<file path="src/rtl/node_pkg.sv">
// Shared definitions for operation-tree nodes: operation codes, FSM state
// encoding and the default datapath width.
package node_pkg;

    localparam int unsigned NODE_WIDTH = 16;

    localparam int unsigned OP_ADD   = 0;
    localparam int unsigned OP_MONUS = 1;
    localparam int unsigned OP_MUL   = 2;

    typedef enum logic [2:0] {
        S_IDLE,
        S_ISSUE,
        S_ARM,
        S_WAIT,
        S_EXEC
    } node_state_t;

endpackage

</file>
<file path="src/rtl/node_mul_seq.sv">
// Sequential shift-add multiplier: loads on start, then WIDTH iterations.
// done/prod are combinational during the last iteration so the caller can
// register the product on that same edge.
module node_mul_seq import node_pkg::*; #(
    parameter int unsigned WIDTH = NODE_WIDTH
) (
    input  logic             CLK,
    input  logic             RST,
    input  logic             start,
    input  logic [WIDTH-1:0] a,
    input  logic [WIDTH-1:0] b,
    output logic             done,
    output logic [WIDTH-1:0] prod
);

    localparam int unsigned CW = (WIDTH > 1) ? $clog2(WIDTH) : 1;

    logic [WIDTH-1:0] acc;
    logic [WIDTH-1:0] mcand;
    logic [WIDTH-1:0] mplier;
    logic [CW-1:0]    cnt;
    logic             busy;
    logic [WIDTH-1:0] acc_next;

    always_comb begin
        acc_next = acc + (mplier[0] ? mcand : '0);
    end

    assign prod = acc_next;
    assign done = busy && (cnt == CW'(WIDTH - 1));

    always_ff @(posedge CLK or negedge RST) begin
        if (!RST) begin
            acc    <= '0;
            mcand  <= '0;
            mplier <= '0;
            cnt    <= '0;
            busy   <= 1'b0;
        end else if (start) begin
            acc    <= '0;
            mcand  <= a;
            mplier <= b;
            cnt    <= '0;
            busy   <= 1'b1;
        end else if (busy) begin
            acc    <= acc_next;
            mcand  <= mcand << 1;
            mplier <= mplier >> 1;
            cnt    <= cnt + 1'b1;
            if (done) begin
                busy <= 1'b0;
            end
        end
    end

endmodule

</file>
<file path="src/rtl/node_join2.sv">
// Two-input combining tree node: starts both children, joins on both ready,
// applies OP. Define NODE_TIMEOUT_EN to bound the child wait by TIMEOUT cycles.
module node_join2 import node_pkg::*; #(
    parameter int unsigned WIDTH   = NODE_WIDTH,
    parameter int unsigned OP      = OP_ADD,
    parameter int unsigned TIMEOUT = 1024
) (
    input  logic             CLK,
    input  logic             RST,
    input  logic             ST,
    output logic             RD,
    output logic [WIDTH-1:0] RES,
    output logic             CST,
    input  logic             CRD0,
    input  logic             CRD1,
    input  logic [WIDTH-1:0] A,
    input  logic [WIDTH-1:0] B,
    output logic             ERR
);

    node_state_t      state;
    logic             st_old;
    logic             start;
    logic             both_rdy;
    logic             capture;
    logic             exec_done;
    logic [WIDTH-1:0] exec_res;

    assign start    = ST & ~st_old;
    assign both_rdy = CRD0 & CRD1;
    assign capture  = (state == S_WAIT) && both_rdy;

    generate
        if (OP == OP_MUL) begin : g_mul
            logic             mul_done;
            logic [WIDTH-1:0] mul_prod;

            // Operands go straight into the multiplier on the capture edge.
            node_mul_seq #(.WIDTH(WIDTH)) u_mul (
                .CLK   (CLK),
                .RST   (RST),
                .start (capture),
                .a     (A),
                .b     (B),
                .done  (mul_done),
                .prod  (mul_prod)
            );

            assign exec_done = mul_done;
            assign exec_res  = mul_prod;
        end else begin : g_alu
            logic [WIDTH-1:0] a_q;
            logic [WIDTH-1:0] b_q;
            logic [WIDTH-1:0] alu_res;

            always_ff @(posedge CLK or negedge RST) begin
                if (!RST) begin
                    a_q <= '0;
                    b_q <= '0;
                end else if (capture) begin
                    a_q <= A;
                    b_q <= B;
                end
            end

            always_comb begin
                alu_res = a_q + b_q;
                if (OP == OP_MONUS) begin
                    alu_res = (a_q >= b_q) ? (a_q - b_q) : '0;
                end
            end

            assign exec_done = 1'b1;
            assign exec_res  = alu_res;
        end
    endgenerate

`ifdef NODE_TIMEOUT_EN
    localparam int unsigned TCW = $clog2(TIMEOUT + 1);

    logic [TCW-1:0] tcnt;
    logic           err_q;
    logic           timed_out;

    assign timed_out = (tcnt == TCW'(TIMEOUT - 1));
    assign ERR       = err_q;
`else
    assign ERR = 1'b0;
`endif

    always_ff @(posedge CLK or negedge RST) begin
        if (!RST) begin
            state  <= S_IDLE;
            st_old <= 1'b0;
            RD     <= 1'b1;
            RES    <= '0;
            CST    <= 1'b0;
`ifdef NODE_TIMEOUT_EN
            tcnt   <= '0;
            err_q  <= 1'b0;
`endif
        end else begin
            st_old <= ST;
            case (state)
                S_IDLE: begin
                    if (start) begin
                        RD    <= 1'b0;
                        CST   <= 1'b1;
                        state <= S_ISSUE;
`ifdef NODE_TIMEOUT_EN
                        err_q <= 1'b0;
`endif
                    end
                end
                S_ISSUE: begin
                    CST   <= 1'b0;
                    state <= S_ARM;
                end
                // Children still show their stale ready here; skip one cycle.
                S_ARM: begin
                    state <= S_WAIT;
`ifdef NODE_TIMEOUT_EN
                    tcnt  <= '0;
`endif
                end
                S_WAIT: begin
                    if (both_rdy) begin
                        state <= S_EXEC;
                    end
`ifdef NODE_TIMEOUT_EN
                    else if (timed_out) begin
                        RES   <= '1;
                        err_q <= 1'b1;
                        RD    <= 1'b1;
                        state <= S_IDLE;
                    end else begin
                        tcnt <= tcnt + 1'b1;
                    end
`endif
                end
                S_EXEC: begin
                    if (exec_done) begin
                        RES   <= exec_res;
                        RD    <= 1'b1;
                        state <= S_IDLE;
                    end
                end
                default: state <= S_IDLE;
            endcase
        end
    end

endmodule

</file>
<file path="config.mk">
export PLATFORM = sky130hd
export DESIGN_NAME = node_join2
export DESIGN_NICKNAME = d
export VERILOG_FILES = /design/src/rtl/node_pkg.sv /design/src/rtl/node_mul_seq.sv /design/src/rtl/node_join2.sv
export SDC_FILE = /design/constraint.sdc
export NUM_CORES = 1
export LEC_CHECK = 0
export CAP_MARGIN = 10
export CORE_MARGIN = 3
export CORE_UTILIZATION = 35
export DETAILED_ROUTE_END_ITERATION = 8
export GPL_ROUTABILITY_DRIVEN = 0
export HOLD_SLACK_MARGIN = 0.12
export PLACE_DENSITY = 0.59
export REMOVE_ABC_BUFFERS = 1
export SETUP_SLACK_MARGIN = 0.1
export SKIP_CTS_REPAIR_TIMING = 1
export SYNTH_ARGS = -nofsm -noshare
export SYNTH_HDL_FRONTEND = slang
export SYNTH_SLANG_ARGS = --single-unit
</file>
<file path="constraint.sdc">
create_clock -name CLK -period 2.9 [get_ports CLK]
set_input_delay 0.435 -clock CLK [delete_from_list [all_inputs] [get_ports CLK]]
set_output_delay 0.435 -clock CLK [all_outputs]
set_load 0.05 [all_outputs]
</file>
Word-level counts from Yosys, hierarchy flattened
Cells that the tools add are included.
- register bits: 54
- input bits: 37
- output and inout port bits: 19
- logic and storage cells: 31
- $add $sub $neg: 1
- eq/ne operators: 6
- muxes and demuxes: 7
- bitwise gates (word level): 3
- reduce and logical (&&, ||, !) cells: 7
- operators with widths (cell ; number):
    $add 16x16->16 ; 1
    $pmux 3 s4 ; 1
    $eq 3x2->1 const B ; 2
    $mux 3 ; 2
    $reduce_and 2->1 ; 3
    $ne 2x2->1 const B ; 2
    $pmux 1 s2 ; 2
    $reduce_bool 2->1 ; 2
    $eq 3x1->1 const B ; 1
    $eq 3x3->1 const B ; 1
    $logic_not 3->1 ; 1
    $and 1x1->1 ; 2
    $mux 1 ; 2
    $logic_and 1x1->1 ; 1
    $not 1->1 ; 1

Logic depth before layout (Yosys ltp)
Gate-level depths: netlist (run 1).
- depth after elaboration: 4
- gate-level depth with buffers: 7
- gate-level depth less buffers: 7

Worst setup path after synthesis (run 1)
Ideal clock, no wire load.
- path type: reg2reg
- from: reg g_alu.a_q[0]
- to: reg RES[10]
- setup time: 0.135 ns
- arrival time: 1.771 ns
- required time: 2.765 ns
- slack: 0.994 ns
- stages on the path, launching flop included: 8
- path buffers: 0
- period minus slack after synthesis: 1.906 ns
- cells stage by stage: dfrtp_1 > ha_1 > fa_1 > a21oi_1 > o211ai_2 > a41oi_1 > xor2_1 > o21ai_0
- cells in the longest elaborated chain, start to end: 1
- ends and longest elaborated chain (what ; RTL line ; source):
    from (decl) ; node_join2.sv:52 ; logic [WIDTH-1:0] a_q;
    from (signal assigned) ; node_join2.sv:58 ; a_q <= '0;
    from (signal assigned) ; node_join2.sv:61 ; a_q <= A;
    $add 16x16->16 ; node_join2.sv:67 ; alu_res = a_q + b_q;
    to (signal assigned) ; node_join2.sv:143 ; RES <= exec_res;
    to (decl) ; node_join2.sv:12 ; output logic [WIDTH-1:0] RES,
No other way between the ends.
A chain may end at the register's enable or synchronous reset.

Worst setup path after layout (run 1)
- from: reg RD
- to: out RD
- RTL lines (what ; RTL line ; source):
    from (decl) ; node_join2.sv:11 ; output logic RD,
    from (signal assigned) ; node_join2.sv:95 ; RD <= 1'b1;
    from (signal assigned) ; node_join2.sv:107 ; RD <= 1'b0;
    from (signal assigned) ; node_join2.sv:144 ; RD <= 1'b1;
No word-level cell between the ends.

==> results of run 1 <==
metal layers:
layer | part of all wire, % | vias up | global-route usage [%]
li1 | - | 1034 | -
met1 | 48 | 1001 | 19.2
met2 | 46 | 50 | 21.5
met3 | 4.8 | 6 | 2.35
met4 | 1.3 | 0 | 5.81
met5 | 0 | - | 0
kinds of logic (layout without fill, tap and decap cells):
kind of cell	after synthesis	after routing
xor+xnor	11	11
flops	54	54
simple gates	60	60
mux	34	34
other cells	1	1
buf+inv	17	72
fa+ha+maj	16	16
compound gates	65	65
layout make-up:
type	count	share of cell area, %
multi-input cells	187	38.7
well taps	102	3.58
inverters	7	0.736
clock buffers	8	3.09
repair buffers	57	16.0
flip-flops and latches	54	37.9
power by group:
| group | switching, W | internal [W] |
|---|---|---|
| registers | 0.000240 | 0.00111 |
| logic | 0.00156 | 0.00111 |
| clock network | 0.000245 | 0.000242 |
| total | 0.00205 | 0.00246 |
registers in the layout (all words and copies together) (netlist names):
| signal | cells |
|---|---|
| CST | 1 |
| RD | 1 |
| RES | 16 |
| state | 3 |
| g_alu.a_q | 16 |
| g_alu.b_q | 16 |
| st_old | 1 |
stage by stage:
stage	instance area, sq um	hold slack, ns	worst slack (ns)	util (%)	instances
5_1_grt	3570	0.127	0.725	45.7	415
4_1_cts	3570	0.112	0.794	45.7	415
3_5_place_dp	3460	0.457	0.797	44.3	407
6_report	3570	0.105	0.819	45.7	415
3_3_place_gp	3460	0.456	0.830	44.3	407
2_1_floorplan	2760	0.139	0.970	-	248
synthesized netlist by cell type (2+ instances only):
cell,count,share of area (%)
dfrtp_1,53,47
xor2_1,6,1.9
a21o_1,3,0.79
a21boi_0,2,0.53
nor2_1,11,1.5
o211ai_1,4,1.1
ha_1,15,6.6
inv_1,7,0.93
o21a_1,2,0.53
nand4_1,4,0.88
o21ai_0,12,2.1
a21oi_1,24,4.2
mux2i_1,2,0.71
xnor2_1,5,1.5
mux2_2,29,12
nand2_1,34,4.5
buf_6,3,1.2
a32oi_1,2,0.62
nor3_1,3,0.53
a31oi_1,3,0.66
buf_2,3,0.53
and3_1,2,0.44
o21ai_1,3,0.53
buf_4,2,0.53
mux2_1,3,1.2
final timing paths:
| check | end | slack (ns) | cells past startpoint |
|---|---|---|---|
| setup / recovery | RD | 0.82 | 1 |
| hold / removal | g_alu.b_q[11]$_DFFE_PN0P_ | 0.11 | 2 |
| setup reg to reg | RES[10]$_DFFE_PN0P_ | 0.85 | 7 |
| hold reg to reg | RD$_DFFE_PN1P_ | 0.48 | 2 |
| max in group asynchronous | RD$_DFFE_PN1P_ | 2.51 | 2 |
| min in group CLK | RD$_DFFE_PN1P_ | 0.48 | 2 |
==> metrics.cfg, run 1 <==
[run_status]
status=complete, no violations

[cts]
numClockSinks=54
path_clk_slew_ns=0.09
numCtsBuffers=5
clockRootBuffer=clkbuf_8
clock_latency_ns=0.31
cts.path.max_buffers=2
cts_max_level=2
cts_tree=built

[global_route]
grt_use_total_pct=13.9
grt_pass1_vias=2073
grt_max_degree=55
grt_pass1_wl_mm=9.94
globalRouteOverflowTotal=0
antenna_found_initial=0

[critical_path]
arrival_ns=1.65
max_stage_delay_ns=0.79
timing.rr.start=g_alu.a_q[0]$_DFFE_PN0P_
cp-start-kind=flop
end_kind=output port
cp_num_buf_inv=1
critical-path-top-delay-family=buffers and inverters
crit_path_start=RD$_DFFE_PN1P_
crit_slowest_cell=clkdlybuf4s50_1
crit_fanout=2
criticalPathCategory=reg2out
critPathRequiredTime_ns=2.47
path_cells=clkdlybuf4s50_1

[timing]
rsz0062_at_grt=no
setup_tns_ns=0
finalCritPeriodShare_pct=71.8
hold_viol=0
tightest_slew_ns=0.647
drv_slew=0
maxSlewHeadroom_pct=56.7
max_freq_mhz=480
setup_violations=0
finalClockSkew_ns=0.00442
finalCriticalPeriod_ns=2.08

[logic_synthesis]
async_reset_ff_share_pct=100
synth_edf_count=0
synthMuxAreaShare_pct=13.4
syn_inst=258
ys_ff_latch=54
synth-compound-area-share_pct=14.7
synthAdderAreaFrac_pct=7.33
seq_area_frac_synth_pct=47.7
yosys.cell_types.count=46
syn_avg_cell_area_sq_um=11.0
ys.flop_type=dfrtp_1
synthSimpleGateAreaFrac_pct=9.81
synth_area_sq_um=2830
ys_warn_count=0
synth_top_family_by_area=compound AO/OA/AOI/OAI gates
synth_xor_area_share_pct=3.40

[power]
ir_drop_mv=0.474
power_density_nw_per_um2=1260
p_total_w=0.00451
cellLeakagePower_nw=1.53

[drt]
wl_per_cell_um=14.1
vias=2091
drt-total-wl_mm=5.85
antenna_left=0
drc=0
viasPerCell=5.04
drt_iter0_drc=119
dr.pass1.iters=4

[die]
core_area_sq_um=7810
dieArea_sq_um=9210
row_count=32
die_x_um=96.0
initial_utilization_pct=36.3
die_h_um=96.0
ioPinCount=56

[layout]
drive_gt1_share_pct=16.0
regArea_sq_um=1350
final_cell_mix=53 x dfrtp_1, 53 x clkdlybuf4s50_1, 34 x nand2_1
insertedDiodeCount=0
syn_to_final_growth_pct=26.0
layout.nets=365
multi_input_comb_area_sq_um=1380
nFillCells=766

[placement]
dpl.hpwl_mm=4.28
io_buffer_count=54

[job]
timing.max_cap.violations=0

[hold_path]
hold_path_class=in2async

No activity file was read; power rests on OpenSTA's default activity.
==> run 2, diff against run 1 <==
==> constraint.sdc (replaced) <==
create_clock -name CLK -period 2.2 [get_ports CLK]
set_input_delay 0.33 -clock CLK [delete_from_list [all_inputs] [get_ports CLK]]
set_output_delay 0.33 -clock CLK [all_outputs]
set_load 0.05 [all_outputs]
==> metrics.cfg, run 2 (synthesized netlist as in run 1, its figures left out) <==
[run_status]
status=complete, no violations  ; unchanged

[global_route]
grt_max_degree=34  ; was 55
grt_pass1_wl_mm=10.1  ; was 9.94 mm
grt_use_met2_pct=22.6  ; was 21.5%
grt_pass1_vias=2128  ; was 2073
busiest_layer=met2  ; unchanged
antenna_found_initial=0  ; unchanged
globalRouteOverflowTotal=0  ; unchanged
met3_usage_pct=3.21  ; was 2.35%
met1_usage_pct=18.6  ; was 19.2%
grt_use_total_pct=13.8  ; was 13.9%

[power]
ir_drop_mv=0.531  ; was 0.474 mV
cellLeakagePower_nw=1.54  ; was 1.53 nW
power_frac_seq_pct=29.7  ; was 30.0%
sw_frac_of_total_pct=46.3  ; was 45.4%
p_switching_w=0.00278  ; was 0.00205 W
pwr-share-clk_pct=9.8  ; was 10.8%
power_density_nw_per_um2=1660  ; was 1260 nW/um^2
pwr-share-comb_pct=60.5  ; was 59.2%
p_int_w=0.00322  ; was 0.00246 W

[drt]
antenna_left=0  ; unchanged
dr.pass1.iters=4  ; unchanged
vias=2083  ; was 2091
drt_iter0_drc=70  ; was 119
drt-total-wl_mm=5.89  ; was 5.85 mm
viasPerCell=4.98  ; was 5.04
drc=0  ; unchanged
wl_per_cell_um=14.1  ; about the same

[cts]
path_clk_slew_ns=0.11  ; was 0.09 ns
cts_max_level=2  ; unchanged
cts_tree=built  ; unchanged
numCtsBuffers=5  ; unchanged
numClockSinks=54  ; unchanged
cts.path.max_buffers=2  ; unchanged
clock_latency_ns=0.32  ; was 0.31 ns
clockRootBuffer=clkbuf_8  ; unchanged

[critical_path]
arrival_ns=1.66  ; was 1.65 ns
cp.depth=1  ; unchanged
max_stage_delay_ns=0.79  ; about the same
timing.rr.start=g_alu.a_q[0]$_DFFE_PN0P_  ; unchanged
criticalPathCategory=reg2out  ; unchanged
crit_path_start=RD$_DFFE_PN1P_  ; unchanged
end_kind=output port  ; unchanged
r2r_setup_slack_ns=0.25  ; was 0.85 ns
crit_slowest_cell=clkdlybuf4s50_1  ; unchanged
critical-path-top-delay-family=buffers and inverters  ; unchanged
critPathRequiredTime_ns=1.87  ; was 2.47 ns
cp_num_buf_inv=1  ; unchanged
r2r-end=RES[8]$_DFFE_PN0P_  ; was RES[10]$_DFFE_PN0P_
crit_fanout=2  ; unchanged
path_cells=clkdlybuf4s50_1  ; unchanged
cp-endpoint=RD  ; unchanged
r2r_cells=7  ; unchanged
cp-start-kind=flop  ; unchanged

[layout]
final_core_util_pct=46.2  ; was 45.7%
final_cell_mix=53 x dfrtp_1, 53 x clkdlybuf4s50_1, 34 x nand2_1  ; unchanged
insertedDiodeCount=0  ; unchanged
top_regs=RES x16, g_alu.a_q x16, g_alu.b_q x16  ; unchanged
syn_to_final_growth_pct=27.4  ; was 26.0%
drive_gt1_share_pct=17.7  ; was 16.0%
final_cell_area_sq_um=3610  ; was 3570 sq um
layout.nets=368  ; was 365

[timing]
maxSlewHeadroom_pct=56.1  ; was 56.7%
setup_violations=0  ; unchanged
hold_viol=0  ; unchanged
drv_slew=0  ; unchanged
max_freq_mhz=503
finalCritPeriodShare_pct=90.4
setup_tns_ns=0  ; unchanged
tightest_slew_ns=0.658  ; was 0.647 ns
finalCriticalPeriod_ns=1.99
finalClockSkew_ns=0.0107  ; was 0.00442 ns
rsz0062_at_grt=no  ; unchanged

[die]
dieArea_sq_um=9210  ; unchanged
row_count=32  ; unchanged
core_area_sq_um=7810  ; unchanged
initial_utilization_pct=36.3  ; unchanged
die_x_um=96.0  ; unchanged
die_h_um=96.0  ; unchanged
ioPinCount=56  ; unchanged

[placement]
place_area_sq_um=3490  ; was 3460 sq um
dpl.hpwl_mm=4.39  ; was 4.28 mm
io_buffer_count=54  ; unchanged

[hold_path]
hold_path_class=in2reg  ; was in2async

[job]
timing.max_cap.violations=0  ; unchanged

run 2: worst register-to-register path, stage by stage, from the launching register on:
cell	delay, ns
dfrtp_1	0.39
ha_1	0.25
fa_2	0.39
a21oi_2	0.18
o211ai_2	0.16
a31oi_1	0.23
xnor2_1	0.14
o21ai_0	0.09
run 2: routing by layer:
metal	vias up	routed length, um
met4	0	61
met3	6	298
met2	44	2810
li1	1027	-
met1	1006	2720
met5	-	0
run 2: how the worst min path moves through the flow:
stage	depth (start not counted)	slack [ns]	endpoint	from
global route	1	0.48	st_old$_DFF_PN0_	ST
detailed placement	1	0.41	g_alu.b_q[11]$_DFFE_PN0P_	RST
finish	1	0.48	st_old$_DFF_PN0_	ST
global placement	1	0.39	g_alu.b_q[11]$_DFFE_PN0P_	RST
CTS	1	0.05	RES[13]$_DFFE_PN0P_	RST
floorplan	0	0.03	CST$_DFFE_PN0P_	RST
run 2: power groups by stage:
stage / sequential, W / combinational, W / clock, W
6_report: 0.00178 / 0.00363 / 0.000586
5_1_grt: 0.00185 / 0.00399 / 0.000649
4_1_cts: 0.00179 / 0.00359 / 0.000617
3_5_place_dp: 0.00181 / 0.00357 / 0
3_3_place_gp: 0.00180 / 0.00353 / 0
2_1_floorplan: 0.00225 / 0.00215 / 0
run 2: cell type report:
cell class | instances | area (sq um)
clock buffer | 5 | 68.8
clock inverter | 3 | 26.3
fill | 736 | 4200
inverter | 7 | 26.3
multi-input combinational | 187 | 1400
sequential | 54 | 1350
tap | 102 | 128
timing repair buffer | 60 | 608
run 2: metrics by stage:
| stage | total power (W) | setup slack [ns] | instances | hold WS (ns) |
|---|---|---|---|---|
| 2_1_floorplan | 0.00439 | 0.270 | 248 | 0.0344 |
| 3_3_place_gp | 0.00533 | 0.197 | 409 | 0.393 |
| 5_1_grt | 0.00649 | 0.109 | 418 | 0.481 |
| 6_report | 0.00600 | 0.211 | 418 | 0.480 |
| 4_1_cts | 0.00599 | 0.111 | 417 | 0.0546 |
| 3_5_place_dp | 0.00538 | 0.146 | 409 | 0.407 |
==> run 3, diff against run 2 <==
--- a/config.mk
+++ b/config.mk
@@ -15,6 +15,7 @@
 export REMOVE_ABC_BUFFERS = 1
 export SETUP_SLACK_MARGIN = 0.1
 export SKIP_CTS_REPAIR_TIMING = 1
+export SKIP_LAST_GASP = 1
 export SYNTH_ARGS = -nofsm -noshare
 export SYNTH_HDL_FRONTEND = slang
 export SYNTH_SLANG_ARGS = --single-unit
==> results of run 3 <==
Same layout as run 2: the final DEF is identical, and so are final timing and power.
